**config.mk**
```make
export PLATFORM = sky130hd
export DESIGN_NAME = multicycle_main_fsm
export DESIGN_NICKNAME = d
export VERILOG_FILES = /design/src/rtl/multicycle_main_fsm.sv
export SDC_FILE = /design/constraint.sdc
export NUM_CORES = 1
export LEC_CHECK = 0
export CORE_UTILIZATION = 38
export CTS_BUF_LIST = sky130_fd_sc_hd__clkbuf_16
export CTS_CLUSTER_SIZE = 20
export DETAILED_ROUTE_END_ITERATION = 6
export GPL_TIMING_DRIVEN = 1
export HOLD_SLACK_MARGIN = 0.08
export PLACE_DENSITY = 0.74
export SLEW_MARGIN = 20
export SYNTH_ARGS = -nofsm -noshare
export SYNTH_HDL_FRONTEND = slang
export SYNTH_SLANG_ARGS = --single-unit
```
**constraint.sdc**
```tcl
create_clock -name clk -period 2 [get_ports clk]
set_input_delay 0.3 -clock clk [delete_from_list [all_inputs] [get_ports clk]]
set_output_delay 0.3 -clock clk [all_outputs]
set_load 0.02 [all_outputs]
```
**src/rtl/multicycle_main_fsm.sv**
```systemverilog
// ---------------------------------------------------------------------------
// multicycle_main_fsm
//   Main control FSM for a multicycle RV32I core. Each instruction is stepped
//   through the shared ALU, the single memory port and the register file. The
//   FSM also drives ALUOp to the ALU decoder, plus the mux selects and write
//   enables for PC, IR, memory and register file. Supported instructions are
//   lw, sw, R-type, I-type ALU, beq and jal. Any other opcode seen in Decode
//   raises a one-cycle IllegalOp pulse and returns to Fetch.
//   Fetch, MemRead and MemWrite can stall on a memory-ready handshake.
//
// Parameters
//   USE_MEM_READY  1: Fetch/MemRead/MemWrite wait for MemReady=1
//                  0: MemReady is ignored (single-cycle memory)
//
// Ports
//   clk        in   rising-edge clock
//   reset      in   synchronous, active-high; forces FETCH and zeroes outputs
//   op         in   instr[6:0] from the IR (valid from Decode onward)
//   Zero       in   ALU zero flag, qualifies the beq branch
//   MemReady   in   memory completes the current access this cycle
//   PCWrite    out  PC enable (PCUpdate | Branch & Zero)
//   AdrSrc     out  memory address select: 0=PC, 1=ALUOut
//   MemWrite   out  data memory write strobe
//   IRWrite    out  instruction register / OldPC enable
//   ResultSrc  out  00=ALUOut, 01=Data, 10=ALUResult
//   ALUSrcA    out  00=PC, 01=OldPC, 10=RD1
//   ALUSrcB    out  00=RD2, 01=ImmExt, 10=const 4
//   ALUOp      out  00 add, 01 sub (branch), 10 funct-decoded
//   RegWrite   out  register file write enable
//   IllegalOp  out  one-cycle pulse for an undefined opcode in Decode
//   State      out  current state encoding, for debug
// ---------------------------------------------------------------------------
module multicycle_main_fsm #(
   parameter bit USE_MEM_READY = 1'b1
) (
   input  logic       clk,
   input  logic       reset,
   input  logic [6:0] op,
   input  logic       Zero,
   input  logic       MemReady,
   output logic       PCWrite,
   output logic       AdrSrc,
   output logic       MemWrite,
   output logic       IRWrite,
   output logic [1:0] ResultSrc,
   output logic [1:0] ALUSrcA,
   output logic [1:0] ALUSrcB,
   output logic [1:0] ALUOp,
   output logic       RegWrite,
   output logic       IllegalOp,
   output logic [3:0] State
);

   typedef enum logic [3:0] {
      FETCH    = 4'd0,
      DECODE   = 4'd1,
      MEMADR   = 4'd2,
      MEMREAD  = 4'd3,
      MEMWB    = 4'd4,
      MEMWRITE = 4'd5,
      EXECR    = 4'd6,
      EXECI    = 4'd7,
      ALUWB    = 4'd8,
      BEQ      = 4'd9,
      JAL      = 4'd10
   } state_e;

   localparam logic [6:0] OP_LW   = 7'b0000011;
   localparam logic [6:0] OP_SW   = 7'b0100011;
   localparam logic [6:0] OP_R    = 7'b0110011;
   localparam logic [6:0] OP_I    = 7'b0010011;
   localparam logic [6:0] OP_BEQ  = 7'b1100011;
   localparam logic [6:0] OP_JAL  = 7'b1101111;

   state_e state_q, state_d;
   logic   rdy;
   logic   pc_update;
   logic   branch;

   // With the handshake disabled every access completes in one cycle.
   assign rdy = USE_MEM_READY ? MemReady : 1'b1;

   // ---------------- state register ----------------
   // NOTE: sequential state uses non-blocking assignments so every flop
   // samples pre-edge values, independent of statement order.
   always_ff @(posedge clk) begin
      if (reset) state_q <= FETCH;
      else       state_q <= state_d;
   end

   // ---------------- next-state logic ----------------
   // NOTE: every always_comb output gets a default first, so no path leaves a
   // signal unassigned and no latch is inferred.
   always_comb begin
      state_d = FETCH;  // also the recovery target for encodings 11-15
      case (state_q)
         FETCH:    state_d = rdy ? DECODE : FETCH;
         DECODE: begin
            case (op)
               OP_LW, OP_SW: state_d = MEMADR;
               OP_R:         state_d = EXECR;
               OP_I:         state_d = EXECI;
               OP_BEQ:       state_d = BEQ;
               OP_JAL:       state_d = JAL;
               default:      state_d = FETCH;
            endcase
         end
         MEMADR:   state_d = op[5] ? MEMWRITE : MEMREAD;
         MEMREAD:  state_d = rdy ? MEMWB : MEMREAD;
         MEMWB:    state_d = FETCH;
         MEMWRITE: state_d = rdy ? FETCH : MEMWRITE;
         EXECR:    state_d = ALUWB;
         EXECI:    state_d = ALUWB;
         ALUWB:    state_d = FETCH;
         BEQ:      state_d = FETCH;
         JAL:      state_d = ALUWB;
         default:  state_d = FETCH;
      endcase
   end

   // ---------------- output logic ----------------
   // Outputs are forced low while reset is high, so a write in flight is
   // dropped immediately instead of on the next edge.
   always_comb begin
      pc_update = 1'b0;
      branch    = 1'b0;
      AdrSrc    = 1'b0;
      MemWrite  = 1'b0;
      IRWrite   = 1'b0;
      ResultSrc = 2'b00;
      ALUSrcA   = 2'b00;
      ALUSrcB   = 2'b00;
      ALUOp     = 2'b00;
      RegWrite  = 1'b0;
      IllegalOp = 1'b0;
      if (!reset) begin
         case (state_q)
            FETCH: begin
               // During a stall only the enables drop; the selects stay put.
               ALUSrcB   = 2'b10;
               ResultSrc = 2'b10;
               IRWrite   = rdy;
               pc_update = rdy;
            end
            DECODE: begin
               ALUSrcA = 2'b01;
               ALUSrcB = 2'b01;
               case (op)
                  OP_LW, OP_SW, OP_R, OP_I, OP_BEQ, OP_JAL: IllegalOp = 1'b0;
                  default:                                 IllegalOp = 1'b1;
               endcase
            end
            MEMADR: begin
               ALUSrcA = 2'b10;
               ALUSrcB = 2'b01;
            end
            MEMREAD:  AdrSrc = 1'b1;
            MEMWB: begin
               ResultSrc = 2'b01;
               RegWrite  = 1'b1;
            end
            MEMWRITE: begin
               AdrSrc   = 1'b1;
               MemWrite = 1'b1;
            end
            EXECR: begin
               ALUSrcA = 2'b10;
               ALUOp   = 2'b10;
            end
            EXECI: begin
               ALUSrcA = 2'b10;
               ALUSrcB = 2'b01;
               ALUOp   = 2'b10;
            end
            ALUWB:    RegWrite = 1'b1;
            BEQ: begin
               ALUSrcA = 2'b10;
               ALUOp   = 2'b01;
               branch  = 1'b1;
            end
            JAL: begin
               ALUSrcA   = 2'b01;
               ALUSrcB   = 2'b10;
               pc_update = 1'b1;
            end
            default: ;  // unreachable encodings: all outputs stay 0
         endcase
      end
   end

   assign PCWrite = pc_update | (branch & Zero);
   assign State   = state_q;

endmodule

```
Word-level counts from Yosys, hierarchy flattened --
Cells that the tools add are included.
Storage, ports and cells: flip-flop bits (word level) 4, input port bits 11, word-level logic and storage cells 59
Operators by class: equal/unequal tests 16, mux-type cells 29, bitwise logic cells 2, reductions and logical operators 11
Operator list (number):
- 4-bit case mux with 6 select lines | 1
- 4-bit case mux with 5 select lines | 1
- 4-bit by 3-bit == test with 1-bit output (second input constant) | 4
- 2-bit case mux with 2 select lines | 4
- 1-bit two-way mux | 15
- 7-bit by 6-bit == test with 1-bit output (second input constant) | 2
- 7-bit == test (second input constant) | 2
- 4-bit == test (second input constant) | 3
- 2-bit OR reduction | 6
- 3-bit two-way mux | 3
- 4-bit by 2-bit == test with 1-bit output (second input constant) | 2
- 2-bit two-way mux | 4
- 7-bit by 2-bit == test with 1-bit output (second input constant) | 1
- 7-bit by 5-bit == test with 1-bit output (second input constant) | 1
- 3-bit OR reduction | 2
- 6-bit OR reduction | 1
- 4-bit by 1-bit == test with 1-bit output (second input constant) | 1
- 4-bit zero test | 1
- 4-bit OR reduction | 1
- 1-bit case mux with 2 select lines | 1
- 1-bit AND | 1
- 1-bit OR | 1

Depth between registers and ports, before layout --
depth after elaboration 5, depth in mapped cells 5

Worst setup path after synthesis --
Ideal clock, no wire load.
kind reg2out, from register state_q[2], in the netlist State[2], to output port IllegalOp, arrival time 1632 ps, required time 1700 ps, slack 68 ps, cell stages (with the launch flop) 4, path buffers 1, cells stage by stage dfxtp_1 buf_2 or3_1 nor4_1
Between the ends: longest elaborated chain between the ends 3
Ends and longest elaborated chain:
- start: declaration | RTL line 75 | state_e state_q, state_d;
- start signal: assignment | RTL line 88 | else state_q <= state_d;
- 4-bit by 1-bit == test with 1-bit output | RTL line 137 | case (state_q)
- 1-bit two-way mux | RTL line 137
- 1-bit two-way mux | RTL line 136 | if (!reset) begin
- end: declaration | RTL line 50 | output logic IllegalOp,
Every way passes these cells.

Worst setup path in the final report --
from input port reset, to output port AdrSrc
Between the ends: longest elaborated chain between the ends 1
Ends and longest elaborated chain:
- start: declaration | RTL line 37 | input logic reset,
- 1-bit two-way mux | RTL line 136
- end: declaration | RTL line 42 | output logic AdrSrc,
Every way passes these cells.

==> flow_summary_export.csv <==
group,metric,value,unit
worst_setup_path,end_kind,"primary output",
clock_network,htree_levels,1,
grt,antenna_found_initial,0,
die,die_area,1660,µm²
timing,hold_viol,0,
detailed_routing,ant_nets,0,
final_layout,final_layout_size_suffix_gt1_share,29.3,%
clock_network,cts.clk_slew.worst_paths,0.03,ns
timing,period_needed,1.93,ns
worst_setup_path,worstSetupPathType,"input pin to primary output",
power_and_ir_drop,p_per_area,484,nW/µm²
synthesis,synth_seq_area_share,14.1,%
die,core_area,1350,µm²
detailed_routing,drt_iter0_drc,10,
grt,grtUsageTotal,25.5,%
worst_setup_path,worst_setup_path_start_kind,"input pin",
final_layout,seqCellArea,80.1,µm²
synthesis,syn-num-nets,87,
final_layout,multiInputGateArea,474,µm²
worst_hold_path,worstHoldPathType,"flip-flop to flip-flop",
detailed_routing,wire_per_inst,14.3,µm
die,die_h,40.7,µm
synthesis,yosys.area.top_type_share,14.1,%
synthesis,yosys_warnings,0,
grt,grt_pass1_wl,2760,µm
timing,clock.fmax,0.519,GHz
clock_network,clock_sinks,4,
synthesis,ys_ff_latch,4,
power_and_ir_drop,p_leak,0.495,nW
final_layout,fin_nets,136,
die,dieWidth,40.7,µm
worst_setup_path,crit_required,1.70,ns
final_layout,fin_util,80.1,%
timing,setup_viol,0,
clock_network,cts_buffers,3,
grt,grt_pass1_vias,624,
clock_network,post_cts_buffers,0,
detailed_routing,dr_total_vias,767,
timing,grt_setup_unrepaired,"no",
final_layout,final_common_cell,"buf_4",
synthesis,synth_top_area_cell,"dfxtp_1",
final_layout,largest_reg_flops,4,
timing,period_share,96.4,%
timing,slew_viol_final,0,
placed_design,io_buffers,28,
synthesis,syn-cell-area,569,µm²
synthesis,synthCells,76,
flow_run,timing.max_cap.violations,0,
detailed_routing,wl,1970,µm
die,rows,13,
detailed_routing,viasPerCell,5.56,
clock_network,clockBufferDepth,2,
clock_network,ctsRootBufferMaster,"clkbuf_16",
final_layout,fill_cells,103,
final_layout,fin_cells,138,
clock_network,insertion_delay,0.22,ns
timing,fin_hold_ws,0.660,ns
timing,fin_skew,0.000274,ns
final_layout,antenna_cells,0,
synthesis,ys_types,37,
final_layout,area_delta_synth_final,89.9,%
placed_design,dp_hpwl,1550,µm
timing,tightest_slew,0.322,ns
status,outcome,"complete, no violations",
die,io_pins,29,
power_and_ir_drop,ir_drop,0.266,mV
placed_design,post-place-cells,135,
worst_setup_path,cp_max_fo,6,
final_layout,most-common-layout-cells,"23 x buf_4, 14 x clkdlybuf4s50_1, 8 x dlygate4sd2_1, 5 x nor2_1, 5 x nor2b_1",
synthesis,synth_area_leaders,"dfxtp_1 14%, xor2_1 6.2%, nor2b_1 5.5%",
detailed_routing,dr.pass1.iters,4,
detailed_routing,drc,0,
worst_setup_path,crit_arrival,1.63,ns
timing,max-slew-margin-rel,78.5,%
die,initial_utilization,42.2,%
grt,grt_max_degree,17,
grt,overflow,0,
placed_design,gp_congestion,0.784,
power_and_ir_drop,power,0.523,mW
clock_network,cts_tree,"built",
synthesis,postSynthAreaPerCell,7.49,µm²
-- layer usage --
| metal | up-vias | wire [µm] | track usage (%) |
|---|---|---|---|
| met5 | - | 0 | 0 |
| met4 | 0 | 0 | 9.17 |
| met3 | 0 | 48 | 3.26 |
| met2 | 17 | 1050 | 43.7 |
| met1 | 369 | 874 | 32.3 |
| li1 | 381 | - | - |
-- kinds of logic (layout without fill, tap and decap cells) --
family / after synthesis / after routing / share of synthesized area, %
muxes: 3 / 3 / 5.27
DFF: 4 / 4 / 14.1
and+or+nand+nor: 42 / 42 / 48.4
xor gates and xnor gates: 4 / 4 / 6.15
AOI/OAI and AO/OA: 15 / 15 / 19.3
buffers and inverters: 8 / 55 / 6.81
-- synth_stat cells --
cell type  count
nor2_1         5
nor2b_1        5
nor3_1         5
clkbuf_1       4
dfxtp_1        4
nand2_1        4
xor2_1         4
a21oi_1        3
and3_1         3
mux2i_1        3
nand2b_1       3
or4b_1         3
a311oi_1       2
nor3b_1        2
nor4_1         2
o211ai_1       2
o21ai_0        2
a211oi_2       1
a21boi_0       1
a2bb2oi_1      1
a32oi_1        1
and2_1         1
and3b_1        1
buf_1          1
buf_2          1
buf_6          1
inv_1          1
nand3_1        1
nand3b_1       1
nand4_1        1
nor4b_4        1
nor4bb_1       1
o21a_1         1
o21bai_1       1
or3_1          1
or3b_2         1
or4_1          1
-- worst max-delay path, stage by stage --
cell and delay, ns:
clkdlybuf4s50_1 0.43, buf_4 0.17, nor2_1 0.14, buf_4 0.14, and3_1 0.14, clkdlybuf4s15_1 0.30
-- power breakdown --
group | switching [mW] | total, mW | internal (mW)
Clock | 0.0564 | 0.312 | 0.255
Combinational | 0.0581 | 0.128 | 0.0700
Sequential | 0.00154 | 0.0835 | 0.0819
Total | 0.116 | 0.523 | 0.407
-- timing repair --
action / CTS / global route
gates resized for setup: 22 / 9
hold buffers: 0 / 0
endpoints found under the hold margin: 0 / 0
endpoints found under the setup margin: 14 / 6
pin swaps: 1 / 0
-- final timing paths --
kind | start | end | slack, ns | cells past startpoint
worst min register to register | State[2]$_SDFF_PP0_ | State[1]$_SDFF_PP0_ | 0.66 | 2
worst max register to register | State[0]$_SDFF_PP0_ | State[3]$_SDFF_PP0_ | 0.25 | 5
worst min-delay path | State[2]$_SDFF_PP0_ | State[1]$_SDFF_PP0_ | 0.66 | 2
worst max-delay path | reset | AdrSrc | 0.07 | 6
-- metrics by stage --
step           TNS (ns)  cell area [µm²]  setup slack, ns
2_1_floorplan         0              569           0.0680
3_3_place_gp      -2.13             1010           -0.311
3_5_place_dp      -2.17             1010           -0.322
4_1_cts               0             1080           0.0101
5_1_grt               0             1080           0.0164
6_report              0             1080           0.0724
-- layout make-up --
class,instances,area share (%)
clock buffers,3,6.94
flip-flops and latches,4,7.41
inverters,1,0.347
repair buffers,51,39.7
multi-input cells,64,43.9
well taps,15,1.74
Note: power is estimated with default switching activity, not from simulation.
